File: config.mk
export PLATFORM = sky130hd
export DESIGN_NAME = bm1387_asic
export DESIGN_NICKNAME = d
export VERILOG_FILES = /design/src/rtl/bm1387_pkg.sv /design/src/rtl/bm1387_asic_hns_mapper.sv /design/src/rtl/bm1387_asic.sv
export SDC_FILE = /design/constraint.sdc
export NUM_CORES = 2
export LEC_CHECK = 0
export BUFFER_PORTS_ARGS = -buffer_cell sky130_fd_sc_hd__clkbuf_2
export CAP_MARGIN = 20
export CELL_PAD_IN_SITES_DETAIL_PLACEMENT = 1
export CELL_PAD_IN_SITES_GLOBAL_PLACEMENT = 1
export CORE_UTILIZATION = 39
export DETAILED_ROUTE_END_ITERATION = 8
export PLACE_DENSITY_LB_ADDON = 0.15
export SYNTH_ARGS = -nofsm -noshare
export SYNTH_HDL_FRONTEND = slang
export SYNTH_SLANG_ARGS = --single-unit
export TNS_END_PERCENT = 50
File: constraint.sdc
create_clock -name clk_100m -period 9.1 [get_ports clk_100m]
set_input_delay 1.365 -clock clk_100m [delete_from_list [all_inputs] [get_ports clk_100m]]
set_output_delay 1.365 -clock clk_100m [all_outputs]
set_load 0.005 [all_outputs]
File: src/rtl/bm1387_pkg.sv
// Shared definitions for the BM1387 behavioural model.
// Contents: FSM state encoding, hash-core round constant, lane access and
// one-round mixing helper, and the bit offsets of the HNS colour fields
// inside a 256-bit hash.
package bm1387_pkg;

    typedef enum logic [1:0] {
        S_IDLE = 2'd0,
        S_HASH = 2'd1,
        S_HNS  = 2'd2,
        S_DONE = 2'd3
    } state_e;

    localparam logic [31:0] ROUND_CONST = 32'h9E3779B9;
    localparam int          ROT_AMT     = 7;
    localparam int          LANES       = 8;

    // LSB positions of the 24-bit colour fields within the hash
    localparam int R_LSB = 232;
    localparam int G_LSB = 168;
    localparam int B_LSB = 104;
    localparam int A_LSB = 40;

    function automatic logic [31:0] rotl32(input logic [31:0] x);
        return (x << ROT_AMT) | (x >> (32 - ROT_AMT));
    endfunction

    // Lane k occupies h[32k+31:32k]; lane 7 is the most significant word
    function automatic logic [31:0] lane(input logic [255:0] h, input int k);
        return h[k*32 +: 32];
    endfunction

    // One mixing round; all lanes update from the previous round's values
    function automatic logic [255:0] mix_round(input logic [255:0] h,
                                               input logic [31:0]  idx);
        logic [255:0] res;
        logic [31:0]  kc;
        kc = ROUND_CONST * (idx + 32'd1);
        for (int k = 0; k < LANES; k++) begin
            res[k*32 +: 32] = rotl32(lane(h, k)) ^ (lane(h, (k + 1) % LANES) + kc);
        end
        return res;
    endfunction

endpackage

File: src/rtl/bm1387_asic_hns_mapper.sv
// Combinational HNS post-processing of one 256-bit hash.
// Ports:
//   h_i          hash to map
//   a_prev_i     alpha channel of the previously mapped hash
//   r_o..a_o     24-bit colour channels
//   mag_o        vector magnitude, (max(r,g,b) >> 1) | 1
//   energy_o     (r+g+b+a) >> 2
//   entropy_o    popcount(h) << 16
//   phi_o        (entropy >> 1) + (mag >> 1)
//   phase_coh_o  (0xFFFFFF - |a - a_prev|) | 1
module bm1387_hns_mapper
    import bm1387_pkg::*;
(
    input  logic [255:0] h_i,
    input  logic [23:0]  a_prev_i,
    output logic [23:0]  r_o,
    output logic [23:0]  g_o,
    output logic [23:0]  b_o,
    output logic [23:0]  a_o,
    output logic [31:0]  mag_o,
    output logic [31:0]  energy_o,
    output logic [31:0]  entropy_o,
    output logic [31:0]  phi_o,
    output logic [31:0]  phase_coh_o
);

    logic [23:0] max_rg;
    logic [23:0] max_rgb;
    logic [23:0] a_diff;
    logic [25:0] sum;
    logic [8:0]  pop;

    assign r_o = h_i[R_LSB +: 24];
    assign g_o = h_i[G_LSB +: 24];
    assign b_o = h_i[B_LSB +: 24];
    assign a_o = h_i[A_LSB +: 24];

    assign max_rg  = (r_o > g_o) ? r_o : g_o;
    assign max_rgb = (max_rg > b_o) ? max_rg : b_o;
    assign mag_o   = {8'b0, (max_rgb >> 1) | 24'd1};

    // 26 bits hold four 24-bit terms without overflow
    assign sum      = 26'(r_o) + 26'(g_o) + 26'(b_o) + 26'(a_o);
    assign energy_o = {6'b0, sum} >> 2;

    always_comb begin
        pop = '0;
        for (int i = 0; i < 256; i++) begin
            pop = pop + 9'(h_i[i]);
        end
    end

    assign entropy_o = {7'b0, pop, 16'b0};
    assign phi_o     = (entropy_o >> 1) + (mag_o >> 1);

    assign a_diff      = (a_o >= a_prev_i) ? (a_o - a_prev_i) : (a_prev_i - a_o);
    assign phase_coh_o = {8'b0, (24'hFFFFFF - a_diff) | 24'd1};

endmodule

File: src/rtl/bm1387_asic.sv
// BM1387 mining-ASIC behavioural model with HNS post-processing.
// Iterates nonces over a job header through a simplified 8-lane hash core
// (one round per cycle), maps each hash to colour/metric outputs, checks a
// leading-zero difficulty target, and models temperature, power, throttle.
// Ports:
//   clk_100m, reset_n      clock; synchronous reset, high = reset
//   job_header/start_nonce/nonce_range/mining_enable   job request
//   control_reg[0]         run enable; config_reg[4:0] difficulty
//   found_nonce/found_hash/hash_valid                   target hits
//   pipeline_busy, temperature, power_consumption, thermal_throttle
//   status_reg             {busy, hns_valid, found_sticky, throttle, 2'b0, state}
//   hns_*                  registered HNS outputs, hns_valid qualifier
//   uart/spi               unused tie-offs
//   debug_reg_0..3         live only when BM1387_DEBUG_EN is defined
module bm1387_asic
    import bm1387_pkg::*;
#(
    parameter int HASH_ROUNDS   = 8,
    parameter int TEMP_BASE     = 40,
    parameter int THROTTLE_TEMP = 85,
    parameter int P_IDLE        = 500,
    parameter int P_ACTIVE      = 1200
) (
    input  logic         clk_100m,
    input  logic         reset_n,
    input  logic [255:0] job_header,
    input  logic [31:0]  start_nonce,
    input  logic [31:0]  nonce_range,
    input  logic         mining_enable,
    output logic [31:0]  found_nonce,
    output logic [255:0] found_hash,
    output logic         hash_valid,
    output logic         pipeline_busy,
    output logic [7:0]   temperature,
    output logic [15:0]  power_consumption,
    output logic         thermal_throttle,
    input  logic [7:0]   control_reg,
    output logic [7:0]   status_reg,
    input  logic [15:0]  config_reg,
    input  logic         uart_rx,
    output logic         uart_tx,
    input  logic         spi_clk,
    input  logic         spi_cs_n,
    input  logic         spi_mosi,
    output logic         spi_miso,
    output logic [31:0]  hns_rgba_r,
    output logic [31:0]  hns_rgba_g,
    output logic [31:0]  hns_rgba_b,
    output logic [31:0]  hns_rgba_a,
    output logic [31:0]  hns_vector_mag,
    output logic [31:0]  hns_energy,
    output logic [31:0]  hns_entropy,
    output logic [31:0]  hns_phi,
    output logic [31:0]  hns_phase_coh,
    output logic         hns_valid,
    output logic [31:0]  debug_reg_0,
    output logic [31:0]  debug_reg_1,
    output logic [31:0]  debug_reg_2,
    output logic [31:0]  debug_reg_3
);

    localparam int          CNT_W      = $clog2(HASH_ROUNDS + 1);
    localparam logic [7:0]  TEMP_BASE_C = 8'(TEMP_BASE);
    localparam logic [7:0]  THROTTLE_C  = 8'(THROTTLE_TEMP);

    state_e         state_q, state_d;
    logic [255:0]   hdr_q, hdr_d;
    logic [255:0]   h_q, h_d;
    logic [31:0]    nonce_q, nonce_d;
    logic [31:0]    remain_q, remain_d;
    logic [CNT_W-1:0] cnt_q, cnt_d;
    logic           tog_q, tog_d;
    logic           hv_q, hv_d;
    logic           hit_pulse_q, hit_pulse_d;
    logic           sticky_q, sticky_d;
    logic [31:0]    fnonce_q, fnonce_d;
    logic [255:0]   fhash_q, fhash_d;
    logic [23:0]    a_prev_q, a_prev_d;
    logic [31:0]    r_q, g_q, b_q, a_q, mag_q, energy_q, entropy_q, phi_q, pc_q;
    logic [31:0]    r_d, g_d, b_d, a_d, mag_d, energy_d, entropy_d, phi_d, pc_d;
    logic [7:0]     temp_q, temp_d;
    logic [5:0]     tick_q, tick_d;

    logic [23:0]    m_r, m_g, m_b, m_a;
    logic [31:0]    m_mag, m_energy, m_entropy, m_phi, m_pc;
    logic           busy_w;
    logic           throttle_w;
    logic           hit_w;
    logic [31:0]    top_lane;
    logic [4:0]     diff_bits;

    bm1387_hns_mapper u_mapper (
        .h_i         (h_q),
        .a_prev_i    (a_prev_q),
        .r_o         (m_r),
        .g_o         (m_g),
        .b_o         (m_b),
        .a_o         (m_a),
        .mag_o       (m_mag),
        .energy_o    (m_energy),
        .entropy_o   (m_entropy),
        .phi_o       (m_phi),
        .phase_coh_o (m_pc)
    );

    assign busy_w     = (state_q == S_HASH) || (state_q == S_HNS);
    assign throttle_w = (temp_q >= THROTTLE_C);

    // Target: the top D bits of the hash must all be zero
    assign top_lane  = h_q[255:224];
    assign diff_bits = config_reg[4:0];
    assign hit_w     = (diff_bits == 5'd0) ||
                       ((top_lane >> (6'd32 - {1'b0, diff_bits})) == 32'd0);

    always_comb begin
        state_d     = state_q;
        hdr_d       = hdr_q;
        h_d         = h_q;
        nonce_d     = nonce_q;
        remain_d    = remain_q;
        cnt_d       = cnt_q;
        tog_d       = tog_q;
        hv_d        = hv_q;
        hit_pulse_d = 1'b0;
        sticky_d    = sticky_q;
        fnonce_d    = fnonce_q;
        fhash_d     = fhash_q;
        a_prev_d    = a_prev_q;
        r_d = r_q; g_d = g_q; b_d = b_q; a_d = a_q;
        mag_d = mag_q; energy_d = energy_q; entropy_d = entropy_q;
        phi_d = phi_q; pc_d = pc_q;

        unique case (state_q)
            S_IDLE: begin
                hv_d = 1'b0;
                if (mining_enable && control_reg[0]) begin
                    state_d  = S_HASH;
                    hdr_d    = job_header;
                    nonce_d  = start_nonce;
                    remain_d = (nonce_range == 32'd0) ? 32'd1 : nonce_range;
                    cnt_d    = '0;
                    tog_d    = 1'b0;
                    sticky_d = 1'b0;
                end
            end
            S_HASH: begin
                if (cnt_q == '0) begin
                    // Seed cycle: fold the nonce into every lane
                    h_d   = hdr_q ^ {8{nonce_q}};
                    cnt_d = CNT_W'(1);
                end else if (!throttle_w || tog_q) begin
                    h_d   = mix_round(h_q, 32'(cnt_q) - 32'd1);
                    tog_d = 1'b0;
                    if (cnt_q == CNT_W'(HASH_ROUNDS)) begin
                        state_d = S_HNS;
                    end else begin
                        cnt_d = cnt_q + CNT_W'(1);
                    end
                end else begin
                    // Throttled: skip this cycle, advance on the next one
                    tog_d = 1'b1;
                end
            end
            S_HNS: begin
                r_d       = {8'b0, m_r};
                g_d       = {8'b0, m_g};
                b_d       = {8'b0, m_b};
                a_d       = {8'b0, m_a};
                mag_d     = m_mag;
                energy_d  = m_energy;
                entropy_d = m_entropy;
                phi_d     = m_phi;
                pc_d      = m_pc;
                a_prev_d  = m_a;
                hv_d      = 1'b1;
                if (hit_w) begin
                    fnonce_d    = nonce_q;
                    fhash_d     = h_q;
                    hit_pulse_d = 1'b1;
                    sticky_d    = 1'b1;
                end
                remain_d = remain_q - 32'd1;
                nonce_d  = nonce_q + 32'd1;
                if (remain_q != 32'd1) begin
                    state_d = S_HASH;
                    cnt_d   = '0;
                    tog_d   = 1'b0;
                end else begin
                    state_d = S_DONE;
                end
            end
            S_DONE: begin
                state_d = S_DONE;
            end
            default: state_d = S_IDLE;
        endcase

        // Dropping the run request aborts from any state
        if (!mining_enable) begin
            state_d = S_IDLE;
            hv_d    = 1'b0;
        end
    end

    always_comb begin
        temp_d = temp_q;
        tick_d = tick_q + 6'd1;
        if (tick_q == 6'd63) begin
            if (busy_w) begin
                if (temp_q != 8'hFF) temp_d = temp_q + 8'd1;
            end else if (temp_q > TEMP_BASE_C) begin
                temp_d = temp_q - 8'd1;
            end else if (temp_q < TEMP_BASE_C) begin
                temp_d = temp_q + 8'd1;
            end
        end
    end

    always_ff @(posedge clk_100m) begin
        if (reset_n) begin
            state_q     <= S_IDLE;
            hdr_q       <= '0;
            h_q         <= '0;
            nonce_q     <= '0;
            remain_q    <= '0;
            cnt_q       <= '0;
            tog_q       <= 1'b0;
            hv_q        <= 1'b0;
            hit_pulse_q <= 1'b0;
            sticky_q    <= 1'b0;
            fnonce_q    <= '0;
            fhash_q     <= '0;
            a_prev_q    <= '0;
            r_q <= '0; g_q <= '0; b_q <= '0; a_q <= '0;
            mag_q <= '0; energy_q <= '0; entropy_q <= '0; phi_q <= '0; pc_q <= '0;
            temp_q      <= TEMP_BASE_C;
            tick_q      <= '0;
        end else begin
            state_q     <= state_d;
            hdr_q       <= hdr_d;
            h_q         <= h_d;
            nonce_q     <= nonce_d;
            remain_q    <= remain_d;
            cnt_q       <= cnt_d;
            tog_q       <= tog_d;
            hv_q        <= hv_d;
            hit_pulse_q <= hit_pulse_d;
            sticky_q    <= sticky_d;
            fnonce_q    <= fnonce_d;
            fhash_q     <= fhash_d;
            a_prev_q    <= a_prev_d;
            r_q <= r_d; g_q <= g_d; b_q <= b_d; a_q <= a_d;
            mag_q <= mag_d; energy_q <= energy_d; entropy_q <= entropy_d;
            phi_q <= phi_d; pc_q <= pc_d;
            temp_q      <= temp_d;
            tick_q      <= tick_d;
        end
    end

    assign found_nonce       = fnonce_q;
    assign found_hash        = fhash_q;
    assign hash_valid        = hit_pulse_q;
    assign pipeline_busy     = busy_w;
    assign temperature       = temp_q;
    assign power_consumption = busy_w ? 16'(P_ACTIVE) : 16'(P_IDLE);
    assign thermal_throttle  = throttle_w;
    assign status_reg        = {busy_w, hv_q, sticky_q, throttle_w, 2'b00, state_q};
    assign uart_tx           = 1'b1;
    assign spi_miso          = 1'b0;
    assign hns_rgba_r        = r_q;
    assign hns_rgba_g        = g_q;
    assign hns_rgba_b        = b_q;
    assign hns_rgba_a        = a_q;
    assign hns_vector_mag    = mag_q;
    assign hns_energy        = energy_q;
    assign hns_entropy       = entropy_q;
    assign hns_phi           = phi_q;
    assign hns_phase_coh     = pc_q;
    assign hns_valid         = hv_q;

    logic unused_inputs;
    assign unused_inputs = ^{uart_rx, spi_clk, spi_cs_n, spi_mosi,
                             control_reg[7:1], config_reg[15:5]};

`ifdef BM1387_DEBUG_EN
    logic [31:0] dbg_hashes_q;
    logic [31:0] dbg_hits_q;
    logic [1:0]  state_bits;

    assign state_bits = state_q;

    always_ff @(posedge clk_100m) begin
        if (reset_n) begin
            dbg_hashes_q <= '0;
            dbg_hits_q   <= '0;
        end else if (state_q == S_HNS) begin
            dbg_hashes_q <= dbg_hashes_q + 32'd1;
            if (hit_w) dbg_hits_q <= dbg_hits_q + 32'd1;
        end
    end

    assign debug_reg_0 = nonce_q;
    assign debug_reg_1 = dbg_hashes_q;
    assign debug_reg_2 = dbg_hits_q;
    assign debug_reg_3 = {22'b0, state_bits, temp_q};
`else
    assign debug_reg_0 = '0;
    assign debug_reg_1 = '0;
    assign debug_reg_2 = '0;
    assign debug_reg_3 = '0;
`endif

endmodule

==> flow_metrics.tcl <==
set metrics [dict create \
    top_layer "met5" \
    rsz0062_at_grt "true" \
    h-tree-depth 4 \
    max_freq_mhz 110 \
    grt_pass1_vias 74700 \
    die_area_sq_um 197000 \
    fp-row-count 161 \
    power_density_nw_per_um2 205 \
    grt_pass1_wl_microns 578000 \
    cts_made_buffers 133 \
    area_growth_pct 16.9 \
    power_mw 18.2 \
    critical_path_class "flop to flop" \
    ys_seq_area_frac 0.282 \
    synth_edf_count 0 \
    crit_required_ps 9830 \
    period_share 0.997 \
    grt.total_usage 0.415 \
    clock_latency_ps 870 \
    placed_cells 12800 \
    cpMostUsedCell "fa_1" \
    antenna_found_initial 49 \
    totalWireLength_microns 424000 \
    synthesis.area_sq_um 76100 \
    synth_ff_type "dfxtp_1" \
    status "complete, no violations" \
    core_sq_um 193000 \
    syn_inst 9482 \
    start_util 0.394 \
    crit_slowest_cell "fa_1" \
    met1_length_microns 179000 \
    synth-seq-cells 1073 \
    io_pins 1093 \
    cts_buffer_depth 3 \
    maxSlewHeadroom 0.196 \
    setup_tns_ps 0 \
    overflow 0 \
    vias 76300 \
    cp-start-kind "flop" \
    ir_drop_v 0.000690 \
    holdCritPathClass "flop to flop" \
    num-nets-final 11600 \
    route.met2.wl_microns 175000 \
    globalplace.congestion 1.07 \
    fin_crit_ps 9080 \
    drt-wirelength-per-cell_microns 32.6 \
    layout-drive-gt1-share 0.160 \
    drt_first_pass_iters 6 \
    dr_wl_met3_microns 46200 \
    worstMarginPinSlew_ps 1210 \
    viasPerCell 5.85 \
    p_leak_nw 40.6 \
    ys_async_sr_fraction 0 \
    synth_warnings 0 \
    cts.sinks 1073 \
    fin_util 0.461 \
    path_clk_slew_ps 60 \
    stdcell_count 13000 \
    drc 0 \
    grt_max_degree 196 \
    crit_path_end_kind "flop" \
    drt.antenna.violating_nets 0 \
    cts_tree "built" \
    drtIter0Drc 8283 \
    cts_hold_repair.buffers 0 \
    ys_types 95 \
    finClkSkew_ps 45.7 \
    holdWs_ps 446 \
    cp_data_arrival_time_ps 9810 \
    portBuffers 839 \
    dp_hpwl_microns 333000 \
    root_buffer "clkbuf_16" \
    max_cap_viol_count 0 \
    die_h_microns 444 \
    drv_slew 0 \
    setup_viol 0 \
    cp_slowest_stage_delay_ps 560 \
    fp.dieW_microns 444 \
    final_hold_viol_count 0 \
    synth.avg_cell_area_sq_um 8.03 \
    cp_max_fo 2 \
]
[what timing repair did]
action | 4_1_cts | 5_1_grt
resized for setup | 16 | 46
endpoints found under the setup margin | 4 | 48
pin swaps | 20 | 24
cloned | 0 | 0
buffers inserted | 5 | 7
[synthesized netlist by cell type (11+ instances only)]
master | number | area (sq um)
a2111oi_0 | 30 | 263
a211oi_1 | 105 | 788
a21boi_0 | 17 | 128
a21o_1 | 216 | 1620
a21oi_1 | 1165 | 5830
a22o_1 | 15 | 131
a22oi_1 | 21 | 158
a31o_2 | 11 | 96.3
a31oi_1 | 39 | 244
a32o_1 | 19 | 190
and2_1 | 25 | 156
and3_1 | 36 | 225
and4_1 | 12 | 105
buf_1 | 52 | 195
buf_2 | 24 | 120
buf_4 | 260 | 1950
buf_6 | 23 | 259
clkbuf_1 | 411 | 1540
dfxtp_1 | 1073 | 21500
fa_1 | 302 | 6050
ha_1 | 543 | 6790
inv_1 | 638 | 2390
mux2_2 | 13 | 146
mux2i_1 | 141 | 1410
nand2_1 | 1764 | 6620
nand2b_1 | 47 | 294
nand3_1 | 113 | 566
nand4_1 | 39 | 244
nor2_1 | 432 | 1620
nor2b_1 | 50 | 313
nor3_1 | 127 | 636
nor4_1 | 24 | 150
o211ai_1 | 187 | 1400
o21a_1 | 30 | 225
o21ai_0 | 243 | 1220
o21ai_1 | 26 | 130
o21bai_1 | 38 | 285
o221ai_1 | 15 | 131
o22ai_1 | 28 | 175
o31ai_1 | 37 | 278
or2_2 | 12 | 75.1
or3_1 | 40 | 250
xnor2_1 | 623 | 5460
xor2_1 | 229 | 2010
[cell families after synthesis]
family	after synthesis	share of synthesized area
AOI/OAI and AO/OA	2384	0.192
buffers and inverters	1411	0.0851
adders and majority gates	846	0.169
other	2	0.0000987
DFF	1073	0.282
and+or+nand+nor	2757	0.152
muxes	155	0.0208
xor gates and xnor gates	854	0.0986
[state kept, by name (all words and copies together) (netlist names), 22 cells and up]
signal / count
found_hash: 256
found_nonce: 32
h_q: 256
hdr_q: 256
hns_energy: 24
hns_phase_coh: 24
hns_rgba_a: 24
hns_rgba_b: 24
hns_rgba_g: 24
hns_rgba_r: 24
hns_vector_mag: 22
nonce_q: 32
remain_q: 32
[critical path, delay by kind of cell (launching register included)]
| family | cells | cell delay [ps] |
|---|---|---|
| adders and majority gates | 14 | 6860 |
| AOI/OAI and AO/OA | 4 | 640 |
| xor gates and xnor gates | 1 | 150 |
| buffers and inverters | 9 | 510 |
| DFF | 1 | 320 |
| and+or+nand+nor | 4 | 290 |
| muxes | 1 | 140 |
[power by group]
group	switching (mW)	total, mW	leakage (nW)	internal [mW]
sequential	0.133	4.95	8.69	4.82
clock	2.42	5.63	2.23	3.21
combinational	4.45	7.65	29.6	3.20
[per-layer routing]
metal / global-route usage / vias up
met5: 0 / -
met4: 0.207 / 32
met3: 0.124 / 821
met2: 0.598 / 3871
met1: 0.559 / 38200
li1: - / 33400
[stage by stage]
step	cell area (sq um)	worst slack, ps
6_report	89000	24.6
5_1_grt	88900	-260
4_1_cts	88700	-25.1
3_5_place_dp	84100	-223
3_3_place_gp	84100	-168
2_1_floorplan	77000	354
[layout by cell type (no fill, tap or decap), types with 28 or more instances in the layout]
cell type and count:
and3_1 32, nand2b_1 46, a31oi_1 35, mux2i_1 141, o21a_1 28, inv_1 629, a2111oi_0 28, nor2_1 427
nand3_1 112, dfxtp_1 1063, o211ai_1 187, o21bai_1 38, nor3_1 126, clkbuf_2 839, ha_1 542, o21ai_0 240
clkbuf_16 134, nand2_1 1762, xnor2_1 617, xor2_1 228, or3_1 40, clkbuf_8 33, conb_1 231, a21oi_1 1157
o31ai_1 37, nand4_1 39, a211oi_1 104, a21o_1 216, nor2b_1 50, o22ai_1 28, fa_1 297, buf_4 457
[path summary, 6_finish.rpt]
| path | from | to | slack, ps | cells past startpoint |
|---|---|---|---|---|
| min | tick_q[0]$_SDFF_PP0_ | tick_q[0]$_SDFF_PP0_ | 450 | 1 |
| max reg2reg | h_q[132]$_SDFFE_PP0P_ | hns_phi[23]$_SDFFE_PP0P_ | 20 | 33 |
| max | h_q[132]$_SDFFE_PP0P_ | hns_phi[23]$_SDFFE_PP0P_ | 20 | 33 |
| min reg2reg | tick_q[0]$_SDFF_PP0_ | tick_q[0]$_SDFF_PP0_ | 450 | 1 |
[layout make-up]
class                           instances  area (sq um)
Antenna cell                           18          45.0
Fill cell                           23500        104000
Inverter                              641          2410
Clock buffer                          180          3860
Sequential cell                      1073         21500
Tap cell                             2526          3160
Clock inverter                         60           666
Timing Repair Buffer                 1314          7970
Multi-Input combinational cell       7227         49400
Power figures use the tool's default switching activity.
